===== src/rtl/ahb_slave_if.sv =====
// AHB-Lite slave-side bundle: address/data phase inputs, response and the registered data-phase view for the glue.
interface ahb_slave_if;
    logic        hsel;
    logic [1:0]  htrans;
    logic [31:0] haddr;
    logic        hwrite;
    logic [2:0]  hsize;
    logic [3:0]  hprot;
    logic        hready;
    logic [31:0] hwdata;
    logic        glue_hresp;
    logic        hreadyout;
    logic        hresp;
    logic        dp_valid;
    logic [31:0] dp_haddr;
    logic        dp_hwrite;
    logic [2:0]  dp_hsize;
    logic [3:0]  dp_hprot;
    logic [31:0] dp_hwdata;

    modport slave (
        input  hsel, htrans, haddr, hwrite, hsize, hprot, hready, hwdata, glue_hresp,
        output hreadyout, hresp, dp_valid, dp_haddr, dp_hwrite, dp_hsize, dp_hprot, dp_hwdata
    );

    modport master (
        output hsel, htrans, haddr, hwrite, hsize, hprot, hready, hwdata, glue_hresp,
        input  hreadyout, hresp, dp_valid, dp_haddr, dp_hwrite, dp_hsize, dp_hprot, dp_hwdata
    );
endinterface


===== src/rtl/ahb_slave_ctrl.sv =====
// AHB-Lite data-phase controller: aligns address-phase controls with HWDATA, adds read wait states
// and produces the two-cycle ERROR response; dp_valid is the only commit strobe seen by the glue.
//   state  | meaning
//   S_IDLE | no transfer in data phase, ready
//   S_DPH  | first data-phase cycle of an accepted transfer
//   S_WAIT | read wait states, counting down
//   S_ERR2 | second cycle of the ERROR response
module ahb_slave_ctrl #(
    parameter int RD_WAIT   = 1,
    parameter int CHK_ALIGN = 1
) (
    input  logic        i_hclk,
    input  logic        i_hrst,
    ahb_slave_if.slave  bus
);
    localparam int CW = (RD_WAIT > 0) ? $clog2(RD_WAIT + 1) : 1;

    typedef enum logic [1:0] {S_IDLE, S_DPH, S_WAIT, S_ERR2} state_t;

    state_t        r_state;
    logic [CW-1:0] r_cnt;
    logic          r_mis;
    logic [31:0]   r_dp_haddr;
    logic          r_dp_hwrite;
    logic [2:0]    r_dp_hsize;
    logic [3:0]    r_dp_hprot;

    logic w_accept;
    logic w_mis_new;
    logic w_ready;
    logic w_resp;
    logic w_valid;
    logic w_err;
    logic w_unused;

    assign w_accept  = bus.hsel & bus.hready & bus.htrans[1];
    assign w_mis_new = (CHK_ALIGN != 0) &
                       (((bus.hsize == 3'd1) & bus.haddr[0]) |
                        ((bus.hsize == 3'd2) & (bus.haddr[1:0] != 2'b00)));
    assign w_unused  = bus.htrans[0];

    // The glue's error is computed from dp_* in the same cycle, so the response has to be combinational.
    always_comb begin
        w_ready = 1'b1;
        w_resp  = 1'b0;
        w_valid = 1'b0;
        w_err   = 1'b0;
        case (r_state)
            S_DPH: begin
                if (r_mis | bus.glue_hresp) begin
                    w_err   = 1'b1;
                    w_ready = 1'b0;
                    w_resp  = 1'b1;
                end else if (r_dp_hwrite || (RD_WAIT == 0)) begin
                    w_valid = 1'b1;
                end else begin
                    w_ready = 1'b0;
                end
            end
            S_WAIT: begin
                if (r_cnt != '0) w_ready = 1'b0;
                else             w_valid = 1'b1;
            end
            S_ERR2:  w_resp = 1'b1;
            default: ;
        endcase
    end

    always_ff @(posedge i_hclk or posedge i_hrst) begin
        if (i_hrst) begin
            r_state     <= S_IDLE;
            r_cnt       <= '0;
            r_mis       <= 1'b0;
            r_dp_haddr  <= '0;
            r_dp_hwrite <= 1'b0;
            r_dp_hsize  <= '0;
            r_dp_hprot  <= '0;
        end else if (w_ready && w_accept) begin
            r_state     <= S_DPH;
            r_mis       <= w_mis_new;
            r_dp_haddr  <= bus.haddr;
            r_dp_hwrite <= bus.hwrite;
            r_dp_hsize  <= bus.hsize;
            r_dp_hprot  <= bus.hprot;
        end else begin
            case (r_state)
                S_DPH: begin
                    if (w_err) begin
                        r_state <= S_ERR2;
                    end else if (!w_ready) begin
                        r_cnt   <= CW'(RD_WAIT - 1);
                        r_state <= S_WAIT;
                    end else begin
                        r_state <= S_IDLE;
                    end
                end
                S_WAIT: begin
                    if (r_cnt != '0) r_cnt   <= r_cnt - 1'b1;
                    else             r_state <= S_IDLE;
                end
                default: r_state <= S_IDLE;
            endcase
        end
    end

    assign bus.hreadyout = w_ready;
    assign bus.hresp     = w_resp;
    assign bus.dp_valid  = w_valid;
    assign bus.dp_haddr  = r_dp_haddr;
    assign bus.dp_hwrite = r_dp_hwrite;
    assign bus.dp_hsize  = r_dp_hsize;
    assign bus.dp_hprot  = r_dp_hprot;
    assign bus.dp_hwdata = bus.hwdata;
endmodule


===== src/flat_wrapper.sv =====
// flat-port wrapper written by rule: the top's interface ports become plain ports
module ahb_slave_ctrl_flat 
#(
    parameter int RD_WAIT   = 1,
    parameter int CHK_ALIGN = 1
)
  (i_hclk, i_hrst, bus_hsel, bus_htrans, bus_haddr, bus_hwrite, bus_hsize, bus_hprot, bus_hready, bus_hwdata, bus_glue_hresp, bus_hreadyout, bus_hresp, bus_dp_valid, bus_dp_haddr, bus_dp_hwrite, bus_dp_hsize, bus_dp_hprot, bus_dp_hwdata);
  ahb_slave_if bus_i ();
  input  logic i_hclk;
  input  logic i_hrst;
  input wire logic [$bits(bus_i.hsel)-1:0] bus_hsel;
  input wire logic [$bits(bus_i.htrans)-1:0] bus_htrans;
  input wire logic [$bits(bus_i.haddr)-1:0] bus_haddr;
  input wire logic [$bits(bus_i.hwrite)-1:0] bus_hwrite;
  input wire logic [$bits(bus_i.hsize)-1:0] bus_hsize;
  input wire logic [$bits(bus_i.hprot)-1:0] bus_hprot;
  input wire logic [$bits(bus_i.hready)-1:0] bus_hready;
  input wire logic [$bits(bus_i.hwdata)-1:0] bus_hwdata;
  input wire logic [$bits(bus_i.glue_hresp)-1:0] bus_glue_hresp;
  output wire logic [$bits(bus_i.hreadyout)-1:0] bus_hreadyout;
  output wire logic [$bits(bus_i.hresp)-1:0] bus_hresp;
  output wire logic [$bits(bus_i.dp_valid)-1:0] bus_dp_valid;
  output wire logic [$bits(bus_i.dp_haddr)-1:0] bus_dp_haddr;
  output wire logic [$bits(bus_i.dp_hwrite)-1:0] bus_dp_hwrite;
  output wire logic [$bits(bus_i.dp_hsize)-1:0] bus_dp_hsize;
  output wire logic [$bits(bus_i.dp_hprot)-1:0] bus_dp_hprot;
  output wire logic [$bits(bus_i.dp_hwdata)-1:0] bus_dp_hwdata;
  assign bus_i.hsel = bus_hsel;
  assign bus_i.htrans = bus_htrans;
  assign bus_i.haddr = bus_haddr;
  assign bus_i.hwrite = bus_hwrite;
  assign bus_i.hsize = bus_hsize;
  assign bus_i.hprot = bus_hprot;
  assign bus_i.hready = bus_hready;
  assign bus_i.hwdata = bus_hwdata;
  assign bus_i.glue_hresp = bus_glue_hresp;
  assign bus_hreadyout = bus_i.hreadyout;
  assign bus_hresp = bus_i.hresp;
  assign bus_dp_valid = bus_i.dp_valid;
  assign bus_dp_haddr = bus_i.dp_haddr;
  assign bus_dp_hwrite = bus_i.dp_hwrite;
  assign bus_dp_hsize = bus_i.dp_hsize;
  assign bus_dp_hprot = bus_i.dp_hprot;
  assign bus_dp_hwdata = bus_i.dp_hwdata;
  ahb_slave_ctrl #(.RD_WAIT(RD_WAIT), .CHK_ALIGN(CHK_ALIGN)) u_core (.i_hclk(i_hclk), .i_hrst(i_hrst), .bus(bus_i));
endmodule

===== config.mk =====
export PLATFORM = sky130hd
export DESIGN_NAME = ahb_slave_ctrl_flat
export DESIGN_NICKNAME = d
export VERILOG_FILES = /design/src/rtl/ahb_slave_if.sv /design/src/rtl/ahb_slave_ctrl.sv /design/src/flat_wrapper.sv
export SDC_FILE = /design/constraint.sdc
export NUM_CORES = 1
export LEC_CHECK = 0
export ABC_CLOCK_PERIOD_IN_PS = 2850
export BUFFER_PORTS_ARGS = -buffer_cell sky130_fd_sc_hd__buf_2
export CAP_MARGIN = 20
export CORE_MARGIN = 2
export CORE_UTILIZATION = 40
export CTS_BUF_LIST = sky130_fd_sc_hd__clkbuf_4
export CTS_CLUSTER_DIAMETER = 100
export CTS_CLUSTER_SIZE = 8
export DETAILED_ROUTE_END_ITERATION = 16
export GPL_ROUTABILITY_DRIVEN = 0
export PLACE_DENSITY_LB_ADDON = 0.08
export SKIP_CTS_REPAIR_TIMING = 1
export SKIP_LAST_GASP = 1
export SLEW_MARGIN = 10
export SYNTH_ARGS = -nofsm -noshare
export SYNTH_HDL_FRONTEND = slang
export SYNTH_SLANG_ARGS = --single-unit

===== constraint.sdc =====
create_clock -name i_hclk -period 2.85 [get_ports i_hclk]
set_input_delay 0.57 -clock i_hclk [delete_from_list [all_inputs] [get_ports i_hclk]]
set_output_delay 0.57 -clock i_hclk [all_outputs]
set_load 0.005 [all_outputs]

==> flow_metrics.env, run 1 <==
export IMPL_total_power_mw=1.855
export IMPL_yosysWarningCount=0
export IMPL_crit_path_top_delay_cell="dfrtp_1"
export IMPL_clk_pin_slew_ps=120
export IMPL_setup_violations=0
export IMPL_final_nets=285
export IMPL_numCtsBuffers=5
export IMPL_fin_setup_tns_ps=0
export IMPL_synthCells=143
export IMPL_dr_pass1_iters=4
export IMPL_synth_seq_area_share=0.5443
export IMPL_max_vdd_ir_drop_mv=0.4312
export IMPL_cp_arrival_ps=1600
export IMPL_grt_pass1_wl_um=6099
export IMPL_clock_skew_ps=12.52
export IMPL_period_needed_ps=2167
export IMPL_synth_nets=225
export IMPL_grt_overflow_total=0
export IMPL_synthSimpleGateAreaFrac=0.02342
export IMPL_syn_to_final_growth_pct=16.01
export IMPL_cpPeakStageDelay_ps=400
export IMPL_critPathTopFamily="flip-flops"
export IMPL_cts_tree="yes"
export IMPL_synth_area_um2=1977
export IMPL_clkLatencyLatePin_ps=350
export IMPL_cp_data_required_time_ps=2280
export IMPL_synth_top_family_by_area="multiplexers"
export IMPL_crit_path_start_kind="register"
export IMPL_ys_top_cells_by_area="dfrtp_1 (54%), mux2_2 (20%), buf_4 (12%)"
export IMPL_start_util=0.4158
export IMPL_final_cell_mix="buf_2 (88), dfrtp_1 (43), mux2_2 (35)"
export IMPL_tightest_slew_ps=884.4
export IMPL_muxShareOfSynthArea=0.2335
export IMPL_drc=0
export IMPL_finalHoldViolCount=0
export IMPL_cts_sinks=43
export IMPL_routed_wl_um=4192
export IMPL_grt_max_degree=44
export IMPL_antennaDiodeCount=0
export IMPL_maxCapViolCount=0
export IMPL_post_synth_top_area_cell="dfrtp_1"
export IMPL_die_area_um2=5520
export IMPL_numPortBuffers=88
export IMPL_place_hpwl_um=3318
export IMPL_hp_class="in -> async"
export IMPL_grt_setup_unrepaired="false"
export IMPL_synth_area_per_cell_um2=13.82
export IMPL_ys_seq_elements=43
export IMPL_fp_dieW_um=74.30
export IMPL_dieHeight_um=74.30
export IMPL_critical_path_cell_chain="inv_1 -> ha_1 -> nor2_1 -> nand2_1 -> buf_2"
export IMPL_fmax_mhz=461.4
export IMPL_relSlewSlack=0.4096
export IMPL_grtUsageTotal=0.1492
export IMPL_power_density_nw_per_um2=808.7
export IMPL_vias_per_cell=4.631
export IMPL_worstSetupEndpointType="primary output"
export IMPL_path_class="reg -> out"
export IMPL_min_period_over_period=0.7604
export IMPL_synthDistinctLibCells=18
export IMPL_synth_top_area_share=0.5443
export IMPL_coreArea_um2=4755
export IMPL_avgRoutedWirePerCell_um=15.47
export IMPL_cts_root_buf="clkbuf_4"
export IMPL_yosys_area_share_adder=0.01899
export IMPL_antenna_found_initial=0
export IMPL_finalNonFillerCells=271
export IMPL_cts_max_path_buffers=2
export IMPL_ant_nets=0
export IMPL_cp_num_buf_inv=2
export IMPL_cts_htree_levels=2
export IMPL_p_leak_nw=1.130
export IMPL_cp_max_fo=3
export IMPL_num_rows=25
export IMPL_first_global_vias=1231
export IMPL_drtIter0Drc=22
export IMPL_fillerInstances=474
export IMPL_drive_gt1_frac=0.6618
export IMPL_layout_commonest_cell="buf_2"
export IMPL_vias=1255
export IMPL_status="finished clean"
export IMPL_synth_compound_area_frac=0.02595
export IMPL_synth_xor_area_share=0
export IMPL_place_inst=263
export IMPL_ioPinCount=154
export IMPL_slew_viol_final=0
[power by group]
part | switching [mW] | internal [mW]
Clock | 0.184 | 0.115
Combinational | 0.233 | 0.363
Sequential | 0.116 | 0.843
Total | 0.532 | 1.32
[path summary, 6_finish.rpt]
check | slack (ps) | startpoint | cells after the start | to
worst max-delay path | 680 | u_core.r_state[0] | 5 | bus_hreadyout
worst min-delay path | 400 | i_hrst | 2 | u_core.bus.dp_haddr[11]
worst max register to register | 830 | u_core.r_state[0] | 6 | u_core.bus.dp_haddr[27]
worst min register to register | 490 | u_core.bus.dp_haddr[2] | 1 | u_core.bus.dp_haddr[2]
max in group asynchronous | 1890 | i_hrst | 2 | u_core.bus.dp_haddr[8]
min in group i_hclk | 440 | bus_haddr[23] | 2 | u_core.bus.dp_haddr[23]
[registers in the layout (all words and copies together), names as in the netlist]
name                  cells
u_core.bus.dp_haddr      32
u_core.r_state            2
u_core.r_mis              1
u_core.bus.dp_hsize       3
u_core.bus.dp_hprot       4
u_core.bus.dp_hwrite      1
[per-stage QoR]
step	utilization	area, µm²	hold WS, ps	worst slack, ps
4_1_cts	0.4824	2293	410.3	640.3
6_report	0.4824	2293	398.3	682.9
3_5_place_dp	0.4703	2236	470.2	679.9
2_1_floorplan	-	1977	482.8	1212
5_1_grt	0.4824	2293	410.5	565.1
3_3_place_gp	0.4703	2236	464.0	738.9
[cell type report]
class	count	area, µm²	area share
Sequential cell	43	1076	0.4692
Timing Repair Buffer	89	460.4	0.2008
Multi-Input combinational cell	59	596.8	0.2602
Clock buffer	7	52.55	0.02291
Clock inverter	1	5.005	0.002182
Inverter	5	18.77	0.008183
Tap cell	67	83.83	0.03655
[metal layers]
layer / track usage / routed length, µm / vias to the layer above
li1: - / - / 570
met1: 0.1559 / 1399 / 598
met2: 0.2540 / 2116 / 72
met3: 0.06504 / 534 / 15
met4: 0.07937 / 141 / 0
met5: 0 / 0 / -
[synthesized netlist by cell type, drive strengths merged]
master / number
dfrtp: 43
mux2: 41
buf: 36
inv: 5
a21oi: 3
ha: 3
nand2b: 2
nand3: 2
nor2: 2
o21ai: 2
a21boi: 1
nand2: 1
nand3b: 1
o211ai: 1
[logic make-up after synthesis]
logic type / after synthesis
buf+inv: 41
compound gates: 7
fa+ha+maj: 3
mux: 41
simple gates: 8
flops: 43
No activity file was read; power rests on OpenSTA's default activity.
==> run 2, diff against run 1 <==
- ABC_AREA: unset -> 1
- ABC_CLOCK_PERIOD_IN_PS: 2850 -> 1900
- CORE_UTILIZATION: 40 -> 38
- clock period: 2.85 -> 1.9 ns (I/O delays scaled with it)
==> run 2 against run 1 <==
  * Total power grew 47%
  * Sequential power increased by 43%
  * Worst setup slack worse by 610 ps
  * Flip-flop and latch count is the same
  * Combinational power grew 57%
  * Cell area up 7.1%
  * Critical path type unchanged
==> flow_metrics.env, run 2 <==
export IMPL_synth_edf_count=0
export IMPL_post_synth_top_area_cell="dfrtp_1"
export IMPL_antenna_found_initial=0
export IMPL_grt_setup_unrepaired="true"
export IMPL_cpPeakStageDelay_ps=420
export IMPL_fillerInstances=586
export IMPL_fin_setup_tns_ps=0
export IMPL_coreArea_um2=5439
export IMPL_worstSetupEndpointType="primary output"
export IMPL_placed_area_um2=2345
export IMPL_netlist_top_cells_count="nand2_1 (91), dfrtp_1 (43), nand3_1 (42)"
export IMPL_die_area_um2=6146
export IMPL_dr_pass1_iters=4
export IMPL_cts_max_path_buffers=2
export IMPL_largest_register_ffs=32
export IMPL_ioPinCount=154
export IMPL_cts_tree="yes"
export IMPL_yosysWarningCount=0
export IMPL_ys_seq_elements=43
export IMPL_holdWs_ps=34.89
export IMPL_grt_overflow_total=0
export IMPL_num_rows=27
export IMPL_synth_nets=326
export IMPL_ant_nets=0
export IMPL_start_util=0.3867
export IMPL_finalNonFillerCells=374
export IMPL_tightest_slew_ps=478.9
export IMPL_cts_sinks=43
export IMPL_clock_skew_ps=5.640
export IMPL_numPortBuffers=88
export IMPL_status="finished clean"
export IMPL_min_period_over_period=0.9608
export IMPL_synth_area_um2=2103
export IMPL_cp_data_required_time_ps=1520
export IMPL_layout_commonest_cell="nand2_1"
export IMPL_setup_violations=0
export IMPL_path_class="reg -> out"
export IMPL_grt_pass1_wl_um=7714
export IMPL_layout_setup_ws_ps=74.55
export IMPL_cts_root_buf="clkbuf_4"
export IMPL_fp_dieW_um=78.40
export IMPL_final_cell_mix="nand2_1 (89), buf_2 (88), dfrtp_1 (43)"
export IMPL_place_ws_ps=262.0
export IMPL_cp_max_fo=3
export IMPL_power_density_nw_per_um2=1111
export IMPL_synth_top_area_share=0.5116
export IMPL_avgRoutedWirePerCell_um=12.89
export IMPL_slew_viol_final=0
export IMPL_vias_per_cell=4.537
export IMPL_max_vdd_ir_drop_mv=0.4351
export IMPL_first_global_vias=1587
export IMPL_clk_pin_slew_ps=110
export IMPL_yosys_most_used_dff="dfrtp_1"
export IMPL_synth_area_per_cell_um2=8.620
export IMPL_numCtsBuffers=5
export IMPL_relSlewSlack=0.6803
export IMPL_crit_path_top_delay_cell="dfrtp_1"
export IMPL_total_power_mw=2.728
export IMPL_vias=1697
export IMPL_grt_max_degree=43
export IMPL_maxCapViolCount=0
export IMPL_crit_path_start_kind="register"
export IMPL_place_inst=364
export IMPL_period_needed_ps=1825
export IMPL_drive_gt1_frac=0.3841
export IMPL_place_hpwl_um=3184
export IMPL_synthDistinctLibCells=16
export IMPL_p_leak_nw=1.447
export IMPL_drc=0
export IMPL_synth_async_sr_flop_share=1.000
export IMPL_finalHoldViolCount=0
export IMPL_fmax_mhz=547.8
export IMPL_final_area_um2=2456
export IMPL_dieHeight_um=78.40
export IMPL_drtIter0Drc=123
export IMPL_final_nets=385
export IMPL_routed_wl_um=4822
export IMPL_critical_path_cell_chain="buf_4 -> ha_1 -> or2_4 -> buf_2"
export IMPL_hp_class="in -> async"
export IMPL_cp_arrival_ps=1450
export IMPL_cts_htree_levels=2
export IMPL_final_util=0.4516
export IMPL_clkLatencyLatePin_ps=350
export IMPL_grtUsageTotal=0.1617
export IMPL_syn_to_final_growth_pct=16.78
export IMPL_synth_seq_area_share=0.5116
export IMPL_synth_most_common_cell="nand2_1"
export IMPL_antennaDiodeCount=0
export IMPL_ys_top_cells_by_area="dfrtp_1 (51%), nand2_1 (16%), buf_4 (13%)"
export IMPL_synthCells=244
## run 2: changes by cell type after synthesis, sizes merged, moves of 2 or more
cell    before  now
inv          5   11
nand2b       2    0
nand3        2   43
mux2        41    0
clkbuf       0    3
nand2        1   92
buf         36   41
## run 2: final cells by class
cell class                 count  area [µm²]  share of cell area
sequential                    43        1076              0.4381
timing repair buffer          96       513.0              0.2089
multi-input combinational    145       686.9              0.2797
clock buffer                   6       45.04             0.01834
inverter                      12       45.04             0.01834
tap                           72       90.09             0.03668
## run 2: final timing paths
check / startpoint / to / slack, ps / cells past startpoint
max in group asynchronous: i_hrst / u_core.bus.dp_haddr[13] / 1380 / 3
hold reg to reg: u_core.bus.dp_haddr[19] / u_core.bus.dp_haddr[19] / 480 / 2
setup reg to reg: u_core.r_state[1] / u_core.r_state[0] / 320 / 6
min in group i_hclk: bus_haddr[20] / u_core.bus.dp_haddr[20] / 250 / 3
setup / recovery: u_core.r_state[0] / bus_hresp / 70 / 4
hold / removal: i_hrst / u_core.bus.dp_haddr[12] / 30 / 2
## run 2: routing by layer
layer / GRT usage / up-vias / wire (µm)
li1: - / 840 / -
met1: 0.2068 / 783 / 2049
met2: 0.2638 / 65 / 2386
met3: 0.03908 / 9 / 309
met4: 0.06491 / 0 / 76
met5: 0 / - / 0
## run 2: critical path: cells and delay by family, from the launching register on
family	cells	cell delay, ps
flip-flops	1	420
AND/OR/NAND/NOR	1	230
buffers and inverters	2	260
adder cells (fa/ha/maj)	1	180
## run 2: cells by family after synthesis
kind of cell	synth area share
buffers and inverters	0.1791
adder cells (fa/ha/maj)	0.01785
AO/OA/AOI/OAI	0.007137
flip-flops	0.5116
AND/OR/NAND/NOR	0.2844
## run 2: where the power goes
part	switching [mW]	internal [mW]	total (mW)
logic	0.501	0.436	0.937
registers	0.156	1.21	1.37
clock network	0.278	0.146	0.424
total	0.935	1.79	2.73
